File: src/rtl/five_ctrl_pkg.sv
// Shared opcodes, FSM state encoding and strobe bit positions for the five_ctrl sequencer.
package five_ctrl_pkg;

    localparam int PC_W_DEF  = 12;
    localparam int INS_W_DEF = 16;
    localparam int OP_W      = 4;

    localparam logic [OP_W-1:0] OP_CLA  = 4'h0;
    localparam logic [OP_W-1:0] OP_LDA  = 4'h1;
    localparam logic [OP_W-1:0] OP_ADD  = 4'h2;
    localparam logic [OP_W-1:0] OP_COM  = 4'h3;
    localparam logic [OP_W-1:0] OP_SHR  = 4'h4;
    localparam logic [OP_W-1:0] OP_CSL  = 4'h5;
    localparam logic [OP_W-1:0] OP_STA  = 4'h6;
    localparam logic [OP_W-1:0] OP_BAN  = 4'h7;
    localparam logic [OP_W-1:0] OP_JMP  = 4'h8;
    localparam logic [OP_W-1:0] OP_STOP = 4'h9;

    // Bit positions inside the EXEC strobe vector
    localparam int STB_W   = 7;
    localparam int STB_CLR = 0;
    localparam int STB_LD  = 1;
    localparam int STB_ADD = 2;
    localparam int STB_COM = 3;
    localparam int STB_SHR = 4;
    localparam int STB_CSL = 5;
    localparam int STB_WE  = 6;

    typedef enum logic [2:0] {
        ST_IDLE   = 3'd0,
        ST_FETCH  = 3'd1,
        ST_DECODE = 3'd2,
        ST_MEM    = 3'd3,
        ST_EXEC   = 3'd4,
        ST_HALT   = 3'd5
    } state_t;

endpackage

File: src/rtl/five_op_decoder.sv
// Combinational opcode classifier: EXEC strobe vector plus instruction-class flags.
module five_op_decoder
    import five_ctrl_pkg::*;
(
    input  logic [OP_W-1:0]  opcode,
    output logic [STB_W-1:0] strobes,
    output logic             is_mem,
    output logic             is_branch,
    output logic             is_cond,
    output logic             is_stop,
    output logic             is_illegal
);

    always_comb begin
        strobes    = '0;
        is_mem     = 1'b0;
        is_branch  = 1'b0;
        is_cond    = 1'b0;
        is_stop    = 1'b0;
        is_illegal = 1'b0;
        case (opcode)
            OP_CLA:  strobes[STB_CLR] = 1'b1;
            OP_LDA: begin
                strobes[STB_LD] = 1'b1;
                is_mem          = 1'b1;
            end
            OP_ADD: begin
                strobes[STB_ADD] = 1'b1;
                is_mem           = 1'b1;
            end
            OP_COM:  strobes[STB_COM] = 1'b1;
            OP_SHR:  strobes[STB_SHR] = 1'b1;
            OP_CSL:  strobes[STB_CSL] = 1'b1;
            OP_STA:  strobes[STB_WE]  = 1'b1;
            OP_BAN: begin
                is_branch = 1'b1;
                is_cond   = 1'b1;
            end
            OP_JMP:  is_branch = 1'b1;
            OP_STOP: is_stop   = 1'b1;
            default: is_illegal = 1'b1;
        endcase
    end

endmodule

File: src/rtl/five_ctrl_sequencer.sv
// Fetch/decode/execute sequencer owning PC and IR for the accumulator CPU.
// Define FIVE_CTRL_TRAP_EN to halt with a sticky illegal flag on undefined opcodes.
module five_ctrl_sequencer
    import five_ctrl_pkg::*;
#(
    parameter int PC_W     = PC_W_DEF,
    parameter int INS_W    = INS_W_DEF,
    parameter int RESET_PC = 0
) (
    input  logic             clk,
    input  logic             rst_n,
    input  logic             start,
    input  logic [INS_W-1:0] ins,
    input  logic             acc_neg,
    output logic [PC_W-1:0]  pc,
    output logic [INS_W-1:0] ir,
    output logic [PC_W-1:0]  dmem_addr,
    output logic             dmem_re,
    output logic             dmem_we,
    output logic             acc_clr,
    output logic             acc_ld,
    output logic             acc_add,
    output logic             acc_com,
    output logic             acc_shr,
    output logic             acc_csl,
    output logic             halted,
    output logic             illegal
);

    localparam logic [PC_W-1:0] RESET_VAL = RESET_PC[PC_W-1:0];

    state_t             state_reg, state_next;
    logic [PC_W-1:0]    pc_reg, pc_next;
    logic [INS_W-1:0]   ir_reg, ir_next;
    logic [STB_W-1:0]   stb_reg, stb_next;
    logic               re_reg, re_next;
    logic               halted_reg, halted_next;

    logic [STB_W-1:0]   dec_strobes;
    logic               dec_mem, dec_branch, dec_cond, dec_stop, dec_illegal;

    five_op_decoder u_dec (
        .opcode     (ir_reg[INS_W-1 -: OP_W]),
        .strobes    (dec_strobes),
        .is_mem     (dec_mem),
        .is_branch  (dec_branch),
        .is_cond    (dec_cond),
        .is_stop    (dec_stop),
        .is_illegal (dec_illegal)
    );

`ifdef FIVE_CTRL_TRAP_EN
    localparam bit TRAP_EN = 1'b1;
    logic illegal_reg;

    always_ff @(posedge clk or negedge rst_n) begin
        if (!rst_n) begin
            illegal_reg <= 1'b0;
        end else if (state_reg == ST_DECODE && dec_illegal) begin
            illegal_reg <= 1'b1;
        end
    end

    assign illegal = illegal_reg;
`else
    localparam bit TRAP_EN = 1'b0;
    assign illegal = 1'b0;
`endif

    always_ff @(posedge clk or negedge rst_n) begin
        if (!rst_n) begin
            state_reg  <= ST_IDLE;
            pc_reg     <= RESET_VAL;
            ir_reg     <= '0;
            stb_reg    <= '0;
            re_reg     <= 1'b0;
            halted_reg <= 1'b0;
        end else begin
            state_reg  <= state_next;
            pc_reg     <= pc_next;
            ir_reg     <= ir_next;
            stb_reg    <= stb_next;
            re_reg     <= re_next;
            halted_reg <= halted_next;
        end
    end

    // Strobes are computed one state ahead so they are registered and visible
    // only during the MEM (read) or EXEC (operation) cycle.
    always_comb begin
        state_next  = state_reg;
        pc_next     = pc_reg;
        ir_next     = ir_reg;
        stb_next    = '0;
        re_next     = 1'b0;
        halted_next = halted_reg;
        case (state_reg)
            ST_IDLE: begin
                if (start) begin
                    pc_next    = RESET_VAL;
                    state_next = ST_FETCH;
                end
            end
            ST_FETCH: begin
                ir_next    = ins;
                pc_next    = pc_reg + PC_W'(1);
                state_next = ST_DECODE;
            end
            ST_DECODE: begin
                if (dec_stop || (TRAP_EN && dec_illegal)) begin
                    halted_next = 1'b1;
                    state_next  = ST_HALT;
                end else if (dec_mem) begin
                    re_next    = 1'b1;
                    state_next = ST_MEM;
                end else begin
                    stb_next   = dec_strobes;
                    state_next = ST_EXEC;
                end
            end
            ST_MEM: begin
                stb_next   = dec_strobes;
                state_next = ST_EXEC;
            end
            ST_EXEC: begin
                if (dec_branch && (!dec_cond || acc_neg)) begin
                    pc_next = ir_reg[PC_W-1:0];
                end
                state_next = ST_FETCH;
            end
            ST_HALT: begin
                if (start) begin
                    pc_next     = RESET_VAL;
                    halted_next = 1'b0;
                    state_next  = ST_FETCH;
                end
            end
            default: state_next = ST_IDLE;
        endcase
    end

    assign pc        = pc_reg;
    assign ir        = ir_reg;
    assign dmem_addr = ir_reg[PC_W-1:0];
    assign dmem_re   = re_reg;
    assign dmem_we   = stb_reg[STB_WE];
    assign acc_clr   = stb_reg[STB_CLR];
    assign acc_ld    = stb_reg[STB_LD];
    assign acc_add   = stb_reg[STB_ADD];
    assign acc_com   = stb_reg[STB_COM];
    assign acc_shr   = stb_reg[STB_SHR];
    assign acc_csl   = stb_reg[STB_CSL];
    assign halted    = halted_reg;

endmodule

File: config.mk
export PLATFORM = sky130hd
export DESIGN_NAME = five_ctrl_sequencer
export DESIGN_NICKNAME = d
export VERILOG_FILES = /design/src/rtl/five_ctrl_pkg.sv /design/src/rtl/five_op_decoder.sv /design/src/rtl/five_ctrl_sequencer.sv
export SDC_FILE = /design/constraint.sdc
export NUM_CORES = 1
export LEC_CHECK = 0
export ABC_CLOCK_PERIOD_IN_PS = 1500
export BUFFER_PORTS_ARGS = -buffer_cell sky130_fd_sc_hd__clkbuf_2
export CAP_MARGIN = 20
export CORE_ASPECT_RATIO = 0.9
export CORE_UTILIZATION = 45
export CTS_CLUSTER_DIAMETER = 30
export DETAILED_ROUTE_END_ITERATION = 6
export PLACE_DENSITY = 0.8
export SETUP_SLACK_MARGIN = 0.5
export SYNTH_ARGS = -nofsm -noshare
export SYNTH_HDL_FRONTEND = slang
export SYNTH_SLANG_ARGS = --single-unit
File: constraint.sdc
create_clock -name clk -period 1.5 [get_ports clk]
set_clock_uncertainty 0.1 [all_clocks]
set_input_delay 0.15 -clock clk [delete_from_list [all_inputs] [get_ports clk]]
set_output_delay 0.15 -clock clk [all_outputs]
set_load 0.03 [all_outputs]
==> summary.txt, run 1 <==
Layout
  – Largest register FFs: 16
  – Ant diodes: 0
  – Synth-to-Final Area Change: 89.7%
  – Nets: 346
  – Filler Cells Inserted: around 170
  – Layout Utilization: between 80 and 90%
  – Finished Cell Area: 0.00396 sq mm
  – Layout cells sized above 1: slightly below 70%
  – Most frequent cells in the layout: 48 x buf_8, 39 x buf_4, 22 x dfrtp_1
  – Commonest non-fill, non-tap cell in the layout: buf_8

Routing
  – Routed Antenna Nets: 0
  – Vias/cell: between 6 and 7
  – Drt pass-1 iters: 5
  – Total wire length: around 9 mm
  – DRC Markers: 0
  – Via count: 2344
  – Initial DRC count: approximately 350
  – Routed len/inst: 23.2 microns

Worst setup path
  – Critical path data arrival time: 2030 ps
  – Slowest-stage cell, CP: dfrtp_2
  – FF-to-FF path depth: 6
  – CP top delay family: simple AND/OR/NAND/NOR gates
  – Startpoint class of the critical path: register
  – CP Buf/Inv Count: 1
  – Setup CP Type: reg2reg
  – Crit end category: register
  – WP depth: 6
  – Crit path largest cell delay: ~400 ps
  – Critical-path cell list: buf_6, and4_2, nand2b_4, nor4_1, a21oi_1, o2bb2ai_1
  – Critical path fanouts, max: 6
  – WP data required: 1640 ps

Placement
  – Detail Placement HPWL: 3.66 mm
  – Post-placement cell area: 0.00278 sq mm
  – PortBufs: about 70
  – Routability Congestion: just over 0.8

CTS
  – Clk slew on worst S/H paths: about 100 ps
  – H-tree Lvls: 2
  – Root buffer cell: clkbuf_8
  – # clock sinks: 40
  – CTS buffer count: 5
  – Max clock buf depth: 2
  – Latest clock arrival within the worst-skew pair: 320 ps
  – Clock tree from TritonCTS: yes

STA
  – Slew margin rel.: between 60% and 70%
  – Setup ws final: -383 ps
  – F_max: 0.531 GHz
  – Tcrit/Tclk final: 126%
  – Max-slew violations: 0
  – Final min period: 1880 ps
  – Final hold viol count: 0
  – Worst-margin pin slew: 491 ps
  – RSZ-0062 raised after global routing: true
  – # setup viols final: 38

Global routing
  – First-pass GRT wire length: about 12 mm
  – Vias in the first global route: about 2300
  – Grt ovf: 0
  – GRT Total Usage: 33.0%
  – Largest net degree at the start of global routing: 25
  – Initial antenna violation count: 0

Yosys
  – Synth warn: 0
  – Mapped Cells: 191
  – Mapped cell area: 0.00209 sq mm
  – Cell variety after synth: 43
  – Synthesized Nets: 212
  – Syn_area_per_cell: 10.9 sq um
  – Post-synthesis sequential area ratio: 48.0%
  – Ys flop type: dfrtp_1
  – Register bit count reported by yosys: 40
  – EDFF count, synth: 0
  – Share of flip-flops with an asynchronous set or reset: 100%

Power and ir drop
  – Sequential share of power: 21.8%
  – Combinational power share: 70.6%
  – Internal power: 5.42 mW
  – Net Sw Frac: 45.4%
  – Pwr dens: between 2000 and 3000 mW/mm^2
  – Static leakage: 1.80 nW
  – Clock share of power: 7.6%
  – Max VDD drop: 0.00143 V
  – Net switching power: 4.51 mW

Run status
  – Status: finished, violations left
  – Failing checks: setup timing

Job
  – # Max-Cap Violations: 0

Floorplan
  – Initial Util: between 40% and 50%
  – I/O Pins: 70
  – Die width: around 74 microns
  – Die Ht: 66.6 microns
  – Row Count: 23
  – Die Area: approximately 0.005 sq mm
  – Core region area: 0.00446 sq mm

Worst hold path
  – HP Class: in2reg
  – Worst Hold Path Cells: 2
-- cell type report --
cell class | count | area [sq um] | share of cell area (%)
Inverter | 5 | 23.8 | 0.601
Timing Repair Buffer | 149 | 1620 | 41.0
Multi-Input combinational cell | 124 | 1120 | 28.4
Clock buffer | 5 | 68.8 | 1.74
Sequential cell | 40 | 1020 | 25.9
Tap cell | 62 | 77.6 | 1.96
Clock inverter | 3 | 18.8 | 0.474
-- metal layers --
layer / up-vias / global-route usage [%] / share of wire (%)
met3: 66 / 10.6 / 9.5
met5: - / 0 / 0
met2: 206 / 56.4 / 50
met4: 0 / 22.4 / 6.1
met1: 1122 / 34.4 / 34
li1: 950 / - / -
-- power by group through the flow --
stage / Sequential, mW / Clock [mW] / Combinational (mW)
floorplan: 2.67 / 0 / 2.49
global placement: 1.89 / 0 / 4.44
detailed placement: 1.92 / 0 / 4.53
CTS: 1.92 / 0.733 / 6.03
global route: 2.20 / 0.800 / 7.28
finish: 2.16 / 0.756 / 7.02
-- worst paths after layout --
check                                   from                       end  slack (ps)
max                        pc[0]$_DFFE_PN0P_         pc[9]$_DFFE_PN0P_        -380
min in group asynchronous              rst_n         ir[8]$_DFFE_PN0P_         190
min                                  ins[15]        ir[15]$_DFFE_PN0P_          60
min reg2reg                ir[4]$_DFFE_PN0P_         ir[4]$_DFFE_PN0P_         510
max in group asynchronous              rst_n  state_reg[1]$_DFFE_PN0P_         590
max reg2reg                pc[0]$_DFFE_PN0P_         pc[9]$_DFFE_PN0P_        -380
-- what timing repair did --
| action | CTS | global route |
|---|---|---|
| pin swaps | 5 | 6 |
| setup buffers | 23 | 6 |
| hold buffers | 16 | 0 |
| endpoints found under the setup margin | 89 | 98 |
| hold endpoints to repair | 31 | 0 |
| resized for setup | 122 | 91 |
-- metrics by stage --
step / setup WS (ps) / power (mW) / hold slack (ps) / std cells / setup TNS (ps)
after floorplan: -221 / 5.15 / -246 / 191 / -3460
after global placement: -44.5 / 6.32 / 20.9 / 335 / -514
after detailed placement: -108 / 6.45 / 19.8 / 335 / -1280
after CTS: -100 / 8.68 / 2.14 / 382 / -1100
after global routing: -347 / 10.3 / 36.6 / 388 / -4850
final: -383 / 9.94 / 57.1 / 388 / -4510
-- cell families (layout without fill, tap and decap cells) --
family | Yosys count | in the layout | synth area share [%]
adder cells (fa/ha/maj) | 1 | 1 | 0.599
buffers and inverters | 27 | 162 | 9.11
AO/OA/AOI/OAI | 50 | 50 | 18.6
AND/OR/NAND/NOR | 56 | 56 | 14.9
flip-flops | 40 | 40 | 48.0
other | 1 | 1 | 0.180
multiplexers | 16 | 16 | 8.63
-- cell usage after synthesis, types with 4 or more instances --
cell type  number  share of area (%)
o21ai_0         4               0.96
inv_1           4               0.72
buf_6           4                2.2
nand2b_1        6                1.8
dfrtp_1        40                 48
nand3_1         5                1.2
o21ai_2        14                5.9
nor2_1         16                2.9
buf_4          15                5.4
mux2_1         16                8.6
nand2_1        11                2.0
a21oi_1         7                1.7
No activity file was read; power rests on OpenSTA's default activity.
==> run 2: changes to the inputs <==
--- a/config.mk
+++ b/config.mk
@@ -6,13 +6,13 @@
 export NUM_CORES = 1
 export LEC_CHECK = 0
 export ABC_CLOCK_PERIOD_IN_PS = 1500
-export BUFFER_PORTS_ARGS = -buffer_cell sky130_fd_sc_hd__clkbuf_2
 export CAP_MARGIN = 20
 export CORE_ASPECT_RATIO = 0.9
-export CORE_UTILIZATION = 45
+export CORE_UTILIZATION = 56
 export CTS_CLUSTER_DIAMETER = 30
 export DETAILED_ROUTE_END_ITERATION = 6
-export PLACE_DENSITY = 0.8
+export DONT_BUFFER_PORTS = 1
+export PLACE_DENSITY_LB_ADDON = 0.08
 export SETUP_SLACK_MARGIN = 0.5
 export SYNTH_ARGS = -nofsm -noshare
 export SYNTH_HDL_FRONTEND = slang
==> run 2 against run 1 <==
The run ends with hold timing, setup timing left. Via count down 22%. Sequential power down 6%. Cell area fell by 20%.
==> summary.txt, run 2 (synthesized netlist as in run 1, its figures left out) <==
Power and ir drop
  – Combinational power share: 66.1% (was 70.6%)
  – Clock share of power: 8.9% (was 7.6%)
  – Net switching power: 3.81 mW (was 4.51 mW)
  – Sequential share of power: 25.0% (was 21.8%)
  – Pwr dens: 2560 mW/mm^2 (was 2510 mW/mm^2)
  – Internal power: 4.32 mW (was 5.42 mW)
  – Static leakage: 1.37 nW (was 1.80 nW)
  – Max VDD drop: 0.00164 V (was 0.00143 V)
  – Net Sw Frac: 46.9% (was 45.4%)

Worst hold path
  – HP Class: in2async (was in2reg)

Floorplan
  – Die width: 66.4 microns (was 73.8 microns)
  – Die Area: 0.00398 sq mm (was 0.00491 sq mm)
  – Row Count: 20 (was 23)
  – Core region area: 0.00348 sq mm (was 0.00446 sq mm)
  – Initial Util: 60.0% (was 46.8%)
  – Die Ht: 59.9 microns (was 66.6 microns)
  – I/O Pins: 70 (unchanged)

CTS
  – Max clock buf depth: 2 (unchanged)
  – Root buffer cell: clkbuf_8 (unchanged)
  – # clock sinks: 40 (unchanged)
  – Cts hold-fix bufs: 17 (was 16)
  – Clock tree from TritonCTS: yes (unchanged)
  – Latest clock arrival within the worst-skew pair: 310 ps (was 320 ps)
  – Clk slew on worst S/H paths: 80 ps (was 100 ps)
  – H-tree Lvls: 2 (unchanged)
  – CTS buffer count: 5 (unchanged)

Placement
  – Post-placement cell area: 0.00251 sq mm (was 0.00278 sq mm)
  – Detail Placement HPWL: 3.57 mm (was 3.66 mm)
  – PortBufs: 0 (was 68)
  – Worst slack, placed: -94.1 ps (was -108 ps)
  – Routability Congestion: 0.801 (was 0.824)

Worst setup path
  – Critical path data arrival time: 1790 ps (was 2030 ps)
  – Top cell by count, worst path: nand2b_1
  – Critical path fanouts, max: 6 (unchanged)
  – Startpoint class of the critical path: register (unchanged)
  – Setup CP Type: reg2reg (unchanged)
  – CP top delay family: simple AND/OR/NAND/NOR gates (unchanged)
  – Crit path largest cell delay: 410 ps (was 400 ps)
  – Critical-path cell list: buf_8, and4_2, nand2b_1, o21ai_0, nand2b_1, o2bb2ai_1 (was buf_6, and4_2, nand2b_4, nor4_1, a21oi_1, o2bb2ai_1)
  – CP Buf/Inv Count: 1 (unchanged)
  – WP data required: 1600 ps (was 1640 ps)
  – Crit end category: register (unchanged)
  – Slowest-stage cell, CP: dfrtp_2 (unchanged)

Layout
  – Nets: 284 (was 346)
  – Most frequent cells in the layout: 32 x buf_4, 31 x buf_6, 22 x dfrtp_1 (was 48 x buf_8, 39 x buf_4, 22 x dfrtp_1)
  – Largest register FFs: 16 (unchanged)
  – Layout cells sized above 1: 59.5% (was 68.4%)
  – Commonest non-fill, non-tap cell in the layout: buf_4 (was buf_8)
  – Synth-to-Final Area Change: 52.0% (was 89.7%)
  – Ant diodes: 0 (unchanged)
  – Finished Cell Area: 0.00317 sq mm (was 0.00396 sq mm)

STA
  – Setup ws final: -190 ps (was -383 ps)
  – # setup viols final: 31 (was 38)
  – Final min period: 1690 ps (was 1880 ps)
  – Tcrit/Tclk final: 113% (was 126%)
  – RSZ-0062 raised after global routing: true (unchanged)
  – Final hold viol count: 40 (was 0)
  – F_max: 0.592 GHz (was 0.531 GHz)
  – Final TNS setup: -2160 ps (was -4510 ps)
  – Max-slew violations: 0 (unchanged)
  – Fin Hold WS: -573 ps (was 57.1 ps)

Routing
  – DRC Markers: 0 (unchanged)
  – Vias/cell: 5.95 (was 6.04)
  – Drt pass-1 iters: 4 (was 5)
  – Routed Antenna Nets: 0 (unchanged)
  – Total wire length: 6.15 mm (was 9.00 mm)
  – Routed len/inst: 20.0 microns (was 23.2 microns)
  – Initial DRC count: 134 (was 349)
  – Via count: 1834 (was 2344)

Global routing
  – First-pass GRT wire length: 9.18 mm (was 11.5 mm)
  – Largest net degree at the start of global routing: 41 (was 25)
  – Grt ovf: 0 (unchanged)
  – GRT Total Usage: 32.2% (was 33.0%)
  – Vias in the first global route: 1955 (was 2290)
  – Initial antenna violation count: 0 (unchanged)

Run status
  – Status: finished, violations left (unchanged)
  – Failing checks: hold timing, setup timing (was setup timing)

Job
  – # Max-Cap Violations: 0 (unchanged)
==> run 2: cell count changes in the layout (fill, tap and decap cells not counted), sizes merged <==
cell,change
clkbuf,-19
dlygate4sd3,+1
clkinvlp,+1
clkinv,-2
buf,-43
==> run 2: metrics by stage <==
stage          std cells  util [%]  total power, mW  hold WS (ps)
2_1_floorplan        191         -             5.15          -246
3_3_place_gp         264      72.3             6.11          -245
3_5_place_dp         264      72.3             6.26          -245
4_1_cts              304      89.2             7.82          -570
5_1_grt              308      91.2             8.46          -585
6_report             308      91.2             8.13          -573
==> run 2: cell type report <==
cell class              count  area, sq um
flip-flops and latches     40         1020
clock inverters             2         12.5
repair buffers             87          890
well taps                  44         55.1
clock buffers               6         72.6
fillers                   138          305
inverters                   5         21.3
multi-input cells         124         1100
==> run 2: repair_timing <==
action | CTS | global route
buffers inserted | 15 | 4
setup endpoints to repair | 89 | 89
endpoints found under the hold margin | 57 | 40
pin swaps | 5 | 6
resized for setup | 57 | 17
==> run 2: power groups by stage <==
stage,Clock (mW),Combinational [mW],Sequential [mW]
floorplan,0,2.49,2.67
global placement,0,4.14,1.96
detailed placement,0,4.27,1.99
CTS,0.719,5.11,1.99
global route,0.770,5.62,2.07
finish,0.726,5.37,2.03
==> run 2: routing by layer <==
| layer | vias to the layer above | GRT usage [%] | part of all wire (%) | wire [microns] |
|---|---|---|---|---|
| li1 | 821 | - | - | - |
| met1 | 919 | 36.6 | 40 | 2450 |
| met2 | 80 | 57.6 | 53 | 3240 |
| met3 | 14 | 7.44 | 5.7 | 351 |
| met4 | 0 | 14.6 | 1.7 | 106 |
| met5 | - | 0 | 0 | 0 |
==> run 2: final timing paths <==
kind	depth (start not counted)	endpoint	slack, ps	from
max reg2reg	6	pc[9]$_DFFE_PN0P_	-190	pc[0]$_DFFE_PN0P_
min in group clk	5	pc[11]$_DFFE_PN0P_	370	start
max	6	pc[9]$_DFFE_PN0P_	-190	pc[0]$_DFFE_PN0P_
min	0	stb_reg[3]$_DFF_PN0_	-570	rst_n
max in group asynchronous	0	ir[0]$_DFFE_PN0P_	1770	rst_n
min reg2reg	2	ir[11]$_DFFE_PN0P_	540	ir[11]$_DFFE_PN0P_
